<file path="config.mk">
export PLATFORM = sky130hd
export DESIGN_NAME = axis_frame_arb
export DESIGN_NICKNAME = d
export VERILOG_FILES = /design/src/rtl/axis_pkg.sv /design/src/rtl/axis_rr_select.sv /design/src/rtl/axis_frame_arb.sv
export SDC_FILE = /design/constraint.sdc
export NUM_CORES = 1
export LEC_CHECK = 0
export ABC_AREA = 1
export ABC_CLOCK_PERIOD_IN_PS = 3850
export CAP_MARGIN = 0
export CORE_ASPECT_RATIO = 0.7
export CORE_MARGIN = 2
export CORE_UTILIZATION = 40
export DETAILED_ROUTE_END_ITERATION = 16
export HOLD_SLACK_MARGIN = 0.08
export PLACE_DENSITY = 0.83
export SLEW_MARGIN = 40
export SYNTH_ARGS = -nofsm -noshare
export SYNTH_HDL_FRONTEND = slang
export SYNTH_HIERARCHICAL = 1
export SYNTH_SLANG_ARGS = --single-unit
</file>
<file path="constraint.sdc">
create_clock -name clk -period 3.85 [get_ports clk]
set_input_delay 0.5775 -clock clk [delete_from_list [all_inputs] [get_ports clk]]
set_output_delay 0.5775 -clock clk [all_outputs]
set_load 0.005 [all_outputs]
</file>
<file path="src/rtl/axis_pkg.sv">
// -----------------------------------------------------------------------------
// axis_pkg
// Shared definitions for the AXI-Stream infrastructure blocks (frame arbiter,
// FIFO, and the mux/demux blocks that will reuse the round-robin selector).
//   arb_state_e : frame-arbiter state, IDLE (arbitrating) or BUSY (frame owned)
//   idx_width() : width of an index able to address n ports (minimum 1 bit)
// -----------------------------------------------------------------------------
package axis_pkg;

  typedef enum logic {
    IDLE = 1'b0,
    BUSY = 1'b1
  } arb_state_e;

  // A single port still needs a 1-bit index so port widths never collapse to 0.
  function automatic int idx_width(input int n);
    return (n <= 1) ? 1 : $clog2(n);
  endfunction

endpackage

</file>
<file path="src/rtl/axis_rr_select.sv">
// -----------------------------------------------------------------------------
// axis_rr_select
// Combinational round-robin priority encoder. Scans the request vector upward
// from (last_grant + 1) mod S_COUNT, wrapping, and reports the first hit.
// Ports:
//   req        in  S_COUNT     request bit per port
//   last_grant in  CL_S_COUNT  port served most recently (lowest priority now)
//   index      out CL_S_COUNT  selected port, 0 when nothing is requested
//   found      out 1           at least one request is present
// -----------------------------------------------------------------------------
module axis_rr_select
  import axis_pkg::*;
#(
  parameter int S_COUNT    = 4,
  parameter int CL_S_COUNT = idx_width(S_COUNT)
) (
  input  logic [S_COUNT-1:0]    req,
  input  logic [CL_S_COUNT-1:0] last_grant,
  output logic [CL_S_COUNT-1:0] index,
  output logic                  found
);

  // One extra bit holds last_grant + offset (at most 2*S_COUNT-1) before the
  // wrap, so the modulo works for port counts that are not a power of two.
  localparam int CW = CL_S_COUNT + 1;

  logic [CW-1:0] cand;

  always_comb begin
    // NOTE: every variable written here gets a default first; a path that
    // leaves one unassigned would infer a latch.
    index = '0;
    found = 1'b0;
    cand  = '0;
    // Walk from the farthest offset to the nearest so the nearest hit,
    // i.e. the highest-priority port, is the one that sticks.
    for (int off = S_COUNT; off >= 1; off--) begin
      cand = {1'b0, last_grant} + CW'(off);
      if (cand >= CW'(S_COUNT)) begin
        cand = cand - CW'(S_COUNT);
      end
      if (req[cand[CL_S_COUNT-1:0]]) begin
        index = cand[CL_S_COUNT-1:0];
        found = 1'b1;
      end
    end
  end

endmodule

</file>
<file path="src/rtl/axis_frame_arb.sv">
// -----------------------------------------------------------------------------
// axis_frame_arb
// Frame-aware round-robin arbiter sharing one AXI-Stream sink among S_COUNT
// sources. A granted source keeps the grant until its tlast beat is accepted,
// so frames never interleave downstream. The output is one register stage.
// Ports:
//   clk, rst_n          clock, asynchronous active-low reset
//   s_axis_*            flattened source buses, port i occupies slice i
//   s_axis_tready       per-port ready, only the granted port is ever ready
//   m_axis_*            registered output stream
//   grant_valid         a frame is in progress
//   grant_index         granted port, meaningful while grant_valid=1
// -----------------------------------------------------------------------------
module axis_frame_arb
  import axis_pkg::*;
#(
  parameter int S_COUNT     = 4,
  parameter int DATA_WIDTH  = 8,
  parameter int KEEP_ENABLE = (DATA_WIDTH > 8),
  parameter int KEEP_WIDTH  = DATA_WIDTH / 8,
  parameter int ID_WIDTH    = 8,
  parameter int DEST_WIDTH  = 8,
  parameter int USER_WIDTH  = 1,
  parameter int CL_S_COUNT  = idx_width(S_COUNT)
) (
  input  logic                          clk,
  input  logic                          rst_n,
  input  logic [S_COUNT*DATA_WIDTH-1:0] s_axis_tdata,
  input  logic [S_COUNT*KEEP_WIDTH-1:0] s_axis_tkeep,
  input  logic [S_COUNT-1:0]            s_axis_tvalid,
  output logic [S_COUNT-1:0]            s_axis_tready,
  input  logic [S_COUNT-1:0]            s_axis_tlast,
  input  logic [S_COUNT*ID_WIDTH-1:0]   s_axis_tid,
  input  logic [S_COUNT*DEST_WIDTH-1:0] s_axis_tdest,
  input  logic [S_COUNT*USER_WIDTH-1:0] s_axis_tuser,
  output logic [DATA_WIDTH-1:0]         m_axis_tdata,
  output logic [KEEP_WIDTH-1:0]         m_axis_tkeep,
  output logic                          m_axis_tvalid,
  input  logic                          m_axis_tready,
  output logic                          m_axis_tlast,
  output logic [ID_WIDTH-1:0]           m_axis_tid,
  output logic [DEST_WIDTH-1:0]         m_axis_tdest,
  output logic [USER_WIDTH-1:0]         m_axis_tuser,
  output logic                          grant_valid,
  output logic [CL_S_COUNT-1:0]         grant_index
);

  arb_state_e              state_q, state_d;
  logic [CL_S_COUNT-1:0]   grant_index_q, grant_index_d;
  logic [CL_S_COUNT-1:0]   last_grant_q, last_grant_d;

  logic [DATA_WIDTH-1:0]   m_tdata_q, m_tdata_d;
  logic [KEEP_WIDTH-1:0]   m_tkeep_q, m_tkeep_d;
  logic                    m_tvalid_q, m_tvalid_d;
  logic                    m_tlast_q, m_tlast_d;
  logic [ID_WIDTH-1:0]     m_tid_q, m_tid_d;
  logic [DEST_WIDTH-1:0]   m_tdest_q, m_tdest_d;
  logic [USER_WIDTH-1:0]   m_tuser_q, m_tuser_d;

  logic                    out_ready;
  logic                    accept;
  logic                    frame_end;
  logic [CL_S_COUNT-1:0]   sel_index;
  logic                    sel_found;

  // The output register can take a beat when it is empty or being drained.
  assign out_ready = m_axis_tready | ~m_tvalid_q;
  assign accept    = (state_q == BUSY) & s_axis_tvalid[grant_index_q] & out_ready;
  assign frame_end = accept & s_axis_tlast[grant_index_q];

  axis_rr_select #(
    .S_COUNT    (S_COUNT),
    .CL_S_COUNT (CL_S_COUNT)
  ) u_rr_select (
    .req        (s_axis_tvalid),
    .last_grant (last_grant_q),
    .index      (sel_index),
    .found      (sel_found)
  );

  // State register plus the output stage.
  always_ff @(posedge clk or negedge rst_n) begin
    if (!rst_n) begin
      // NOTE: sequential state is updated only with non-blocking assignments so
      // every flop samples values from before the edge.
      state_q       <= IDLE;
      grant_index_q <= '0;
      // Port 0 is the first port after S_COUNT-1, so it wins first after reset.
      last_grant_q  <= CL_S_COUNT'(S_COUNT - 1);
      m_tdata_q     <= '0;
      m_tkeep_q     <= '0;
      m_tvalid_q    <= 1'b0;
      m_tlast_q     <= 1'b0;
      m_tid_q       <= '0;
      m_tdest_q     <= '0;
      m_tuser_q     <= '0;
    end else begin
      state_q       <= state_d;
      grant_index_q <= grant_index_d;
      last_grant_q  <= last_grant_d;
      m_tdata_q     <= m_tdata_d;
      m_tkeep_q     <= m_tkeep_d;
      m_tvalid_q    <= m_tvalid_d;
      m_tlast_q     <= m_tlast_d;
      m_tid_q       <= m_tid_d;
      m_tdest_q     <= m_tdest_d;
      m_tuser_q     <= m_tuser_d;
    end
  end

  // Next-state logic. Requests seen while BUSY, including one arriving with the
  // closing tlast, are picked up by the IDLE arbitration on the following cycle.
  always_comb begin
    state_d       = state_q;
    grant_index_d = grant_index_q;
    last_grant_d  = last_grant_q;
    unique case (state_q)
      IDLE: begin
        if (sel_found) begin
          grant_index_d = sel_index;
          state_d       = BUSY;
        end
      end
      BUSY: begin
        // A source that drops tvalid mid-frame simply stalls the grant.
        if (frame_end) begin
          last_grant_d = grant_index_q;
          state_d      = IDLE;
        end
      end
      default: state_d = IDLE;
    endcase
  end

  // FSM outputs: only the granted port sees ready, and only while BUSY.
  always_comb begin
    s_axis_tready = '0;
    if (state_q == BUSY) begin
      s_axis_tready[grant_index_q] = out_ready;
    end
  end

  // Output register datapath: load on accept, otherwise hold while stalled.
  always_comb begin
    m_tdata_d  = m_tdata_q;
    m_tkeep_d  = m_tkeep_q;
    m_tvalid_d = m_tvalid_q;
    m_tlast_d  = m_tlast_q;
    m_tid_d    = m_tid_q;
    m_tdest_d  = m_tdest_q;
    m_tuser_d  = m_tuser_q;
    if (out_ready) begin
      m_tvalid_d = accept;
    end
    if (accept) begin
      m_tdata_d = s_axis_tdata[grant_index_q*DATA_WIDTH +: DATA_WIDTH];
      m_tkeep_d = s_axis_tkeep[grant_index_q*KEEP_WIDTH +: KEEP_WIDTH];
      m_tlast_d = s_axis_tlast[grant_index_q];
      m_tid_d   = s_axis_tid[grant_index_q*ID_WIDTH +: ID_WIDTH];
      m_tdest_d = s_axis_tdest[grant_index_q*DEST_WIDTH +: DEST_WIDTH];
      m_tuser_d = s_axis_tuser[grant_index_q*USER_WIDTH +: USER_WIDTH];
    end
  end

  assign m_axis_tdata  = m_tdata_q;
  assign m_axis_tkeep  = (KEEP_ENABLE != 0) ? m_tkeep_q : {KEEP_WIDTH{1'b1}};
  assign m_axis_tvalid = m_tvalid_q;
  assign m_axis_tlast  = m_tlast_q;
  assign m_axis_tid    = m_tid_q;
  assign m_axis_tdest  = m_tdest_q;
  assign m_axis_tuser  = m_tuser_q;
  assign grant_valid   = (state_q == BUSY);
  assign grant_index   = grant_index_q;

endmodule

</file>
Yosys cells after proc, flatten, opt, wreduce, memory -nomap -nowiden. Cells that the tools add are included.

Shift-type cells: 4. Add/sub/neg operators: 8. Reduce and logical (&&, ||, !) cells: 3. $lt $le $gt $ge: 10. Bitwise logic cells: 7. Multiplexer cells: 30.

Operators with widths (number): $shiftx A32 B6 Y8 (3); $mux W2 (8); $lt A2 B3 Y1 const B (5); $mux W1 (13); $bmux W1 S2 (6); $ge A3 B3 Y1 const B (4); $sub A2 B1 Y2 const B (4); $add A2 B2 Y3 const B (2); $and A4 B4 Y4 (1); $mux W4 (1); $reduce_and A2 Y1 (2); $shiftx A4 B3 Y1 (1); $add A2 B1 Y3 const B (1); $add A2 B3 Y3 const B (1); $and A1 B1 Y1 (3); $demux W1 S2 (1); $ge A2 B1 Y1 const B (1); $not A1 Y1 (2); $pmux W1 S2 (1); $logic_and A1 B1 Y1 (1); $or A1 B1 Y1 (1).

Output and inout port bits: 35. Register bits after elaboration: 32.

Logic depth before layout (Yosys ltp).
Depth after elaboration: 11. Gate-level depth with buffers: 12. Gate-level depth less buffers: 11.

Modules after synthesis. Netlist, hierarchy kept.

Modules (own cells, without submodules): axis_frame_arb (cells each 312, times used 1, area an instance 2172.1 sq um); axis_rr_select (cells each 49, times used 1, area an instance 226.5 sq um).

Least setup slack after synthesis. Ideal clock, no wire load.

Kind: input to output. Start point: in m_axis_tready. End point: out s_axis_tready[0]. Cell stages on the path: 5. Data arrival time: 1.175 ns. Path slack: 2.097 ns. Buffers on the path: 1. Path through: nor2_1 > nor2_2 > buf_4 > inv_1 > nor3_1.

Word-level cells in the longest chain between the ends: 3.

Ends and longest elaborated chain: from (decl) (RTL line axis_frame_arb.sv:39) `input logic m_axis_tready,`; $or A1 B1 Y1 (RTL line axis_frame_arb.sv:67) `assign out_ready = m_axis_tready | ~m_tvalid_q;`; $and A4 B4 Y4 (no source line); $mux W4 (RTL line axis_frame_arb.sv:138) `if (state_q == BUSY) begin`; to (decl) (RTL line axis_frame_arb.sv:31) `output logic [S_COUNT-1:0] s_axis_tready,`.

No other way between the ends.

Worst setup path after layout.
Start point: reg grant_index_q[1] (netlist: grant_index[1]). End point: out s_axis_tready[2].

Word-level cells in the longest chain between the ends: 6. Elaborated cells on any way between the ends: 7.

Ends and longest elaborated chain: from (decl) (RTL line axis_frame_arb.sv:49) `logic [CL_S_COUNT-1:0] grant_index_q, grant_index_d;`; from (signal assigned) (RTL line axis_frame_arb.sv:99) `grant_index_q <= grant_index_d;`; $lt A2 B3 Y1 (not written as such) / $ge A2 B1 Y1 (equally long branches) (RTL line axis_frame_arb.sv:139) `s_axis_tready[grant_index_q] = out_ready;`; $logic_and A1 B1 Y1 (not written as such) (RTL line axis_frame_arb.sv:139); $mux W1 (not written as such) (RTL line axis_frame_arb.sv:139); $demux W1 S2 * (RTL line axis_frame_arb.sv:139); $and A4 B4 Y4 (no source line) *; $mux W4 * (RTL line axis_frame_arb.sv:138).

Mark *: on every way between the ends. The rest lies on a longest branch, timed or not.

==> flow_summary_export.csv <==
group,metric,value,unit
setup_path,path_max_fanout,57,
synth,yosysUniqueCellTypes,23,
floorplan,coreArea,0.00576,mm²
finish,diodes,0,
clocking,cts_max_level,2,
route,drtIter0Drc,127,
route,wl,7940,µm
floorplan,dieArea,0.00664,mm²
route,num_vias,2967,
synth,synth_edf_count,0,
placed_design,dpl-instance-area,0.00377,mm²
route,dr.pass1.iters,4,
setup_path,reg2reg_depth,8,
setup_path,critical_path_buf_inv_count,2,
timing,max_slew_margin,54.1,%
global_routing,antenna_found_initial,0,
global_routing,grt_pass1_wl,11800,µm
synth,postSynthAreaPerCell,6.64,µm²
timing,tightestPinTransition,689,ps
floorplan,fp.dieW,96.6,µm
synth,synth_warnings,6,
global_routing,grt_max_degree,59,
timing,min_period,2700,ps
setup_path,critPathKind,"reg -> out",
job,max_cap_viol_count,0,
timing,finalCritPeriodShare,70.1,%
finish,stdcell_count,560,
clocking,clock_latency,270,ps
floorplan,die_h,68.8,µm
setup_path,crit_chain,"inv_2 > nor3_1 > clkdlybuf4s50_1",
setup_path,worstPathArrival,2120,ps
timing,max_freq,0.371,GHz
clocking,max-clock-path-buffers,2,
timing,hold_viol,0,
timing,setup_ws,1150,ps
timing,setup_viol,0,
route,avgRoutedWirePerCell,14.2,µm
setup_path,start_kind,"flip-flop",
clocking,cts_tree,"done",
synth,async_flop_share,100,%
global_routing,grt_usage,23.1,%
timing,whs,348,ps
setup_path,critPathMaxStageDelay,820,ps
finish,syn2layout_area_growth,61.3,%
status,outcome,"complete, no violations",
synth,syn_inst,361,
finish,n_fill_cell,519,
timing,slew_viol_final,0,
finish,design_area,0.00387,mm²
synth,netlist_area,0.00240,mm²
route,ant_nets,0,
setup_path,regToRegSetupSlack,1550,ps
clocking,cts_root_buffer,"clkbuf_8",
clocking,hold_buffers,0,
global_routing,grt_pass1_vias,2619,
clocking,post_cts_buffers,0,
setup_path,slowest_stage,"dfrtp_4",
floorplan,num_io_pins,150,
setup_path,required,3270,ps
route,vias_per_cell,5.30,
clocking,cts_buffers,5,
timing,setup-tns-final,0,ps
placed_design,gp_routability_congestion,0.888,
power_and_ir_drop,ir_drop,0.269,mV
placed_design,port_buffers,144,
timing,skew,4.51,ps
clocking,clk_pin_slew,60,ps
finish,drive_above_1_share,6.19,%
finish,fin_nets,599,
finish,fin_util,67.2,%
setup_path,rr_endpoint,"m_axis_tdest[1]",
min_path,holdCritPathClass,"in -> async",
placed_design,dp_hpwl,5710,µm
synth,seq_area_frac_synth,33.5,%
power_and_ir_drop,leakagePower,1.74,nW
placed_design,dp_cells,552,
floorplan,fp-row-count,23,
setup_path,r2r-start,"grant_index[0]",
floorplan,initial_core_util,41.7,%
timing,rsz0062_at_grt,"false",
setup_path,end_kind,"output port",
clocking,postCtsResizedCells,0,
clocking,cts_sinks,32,
global_routing,overflow,0,
synth,synth_flop_cell,"dfrtp_1",
setup_path,critPathTopFamily,"flip-flops",
placed_design,pre_cts_ws,1290,ps
power_and_ir_drop,p_total,2.64,mW
synth,synth_seq_cells,32,
power_and_ir_drop,p_per_area,684,mW/mm²
synth,syn_nets,476,
route,route.detailed.drc,0,
registers in the layout (all words and copies together), names as in the netlist:
signal	count
m_axis_tdata	8
m_axis_tdest	8
m_axis_tid	8
grant_index	2
last_grant_q	2
grant_valid	1
m_axis_tlast	1
m_axis_tuser	1
m_axis_tvalid	1
final cells by class:
type                    count  area (µm²)  share of cell area (%)
clock buffers               8         100                    2.59
repair buffers            149        1470                    38.1
well taps                  75        93.8                    2.43
flip-flops and latches     32         808                    20.9
multi-input cells         283        1340                    34.5
inverters                  13        56.3                    1.46
cell families after synthesis:
kind of cell,Yosys count,synth area share [%]
flops,32,33.5
buf+inv,46,10.8
compound gates,4,0.991
other cells,1,0.156
simple gates,278,54.6
layout by cell type, fill, tap and decap left out, drive strengths merged:
master / count
nand4: 27
a21oi: 2
dfstp: 2
clkbuf: 8
clkdlybuf4s50: 143
and2: 1
nand3: 130
dfrtp: 30
nand2: 110
conb: 1
o21ai: 2
buf: 6
nor2: 6
inv: 13
nor3: 4
Yosys cell counts, types with 4 or more instances:
cell,number,share of area [%]
buf_2,15,3.1
buf_4,8,2.5
buf_6,4,1.9
clkbuf_1,4,0.63
dfrtp_1,30,31
inv_1,10,1.6
nand2_1,104,16
nand2_2,5,1.3
nand3_1,130,27
nand4_1,27,7.0
nor2_1,4,0.63
nor3_1,4,0.83
metal layers:
metal  wire [µm]  global-route usage [%]  vias up  part of all wire, %
li1            -                       -     1479                    -
met1        3290                    27.1     1355                   41
met2        3700                    41.5      127                   47
met3         898                    8.15        6                   11
met4          52                    4.75        0                 0.65
met5           0                       0        -                    0
where the power goes:
part / internal (mW) / switching, mW / total, mW
Sequential: 0.509 / 0.189 / 0.697
Clock: 0.163 / 0.111 / 0.274
Combinational: 0.739 / 0.934 / 1.67
Total: 1.41 / 1.23 / 2.64
how the worst max path moves through the flow:
| stage | from | end | cells past startpoint |
|---|---|---|---|
| floorplan | m_axis_tready | s_axis_tready[0] | 5 |
| global placement | grant_index[1] | s_axis_tready[3] | 3 |
| detailed placement | m_axis_tready | s_axis_tready[1] | 6 |
| CTS | grant_index[1] | s_axis_tready[2] | 3 |
| global route | grant_index[1] | s_axis_tready[3] | 3 |
| finish | grant_index[1] | s_axis_tready[2] | 3 |
worst register-to-register path: stages, from the launching register on:
cell     delay, ps
dfrtp_2        370
buf_4          480
nand2_1        120
nand2_1         90
nand2_1         60
nand2_2        490
nand2_4        340
nand2_1        170
nand2_1         70
Note: power is estimated with default switching activity, not from simulation.
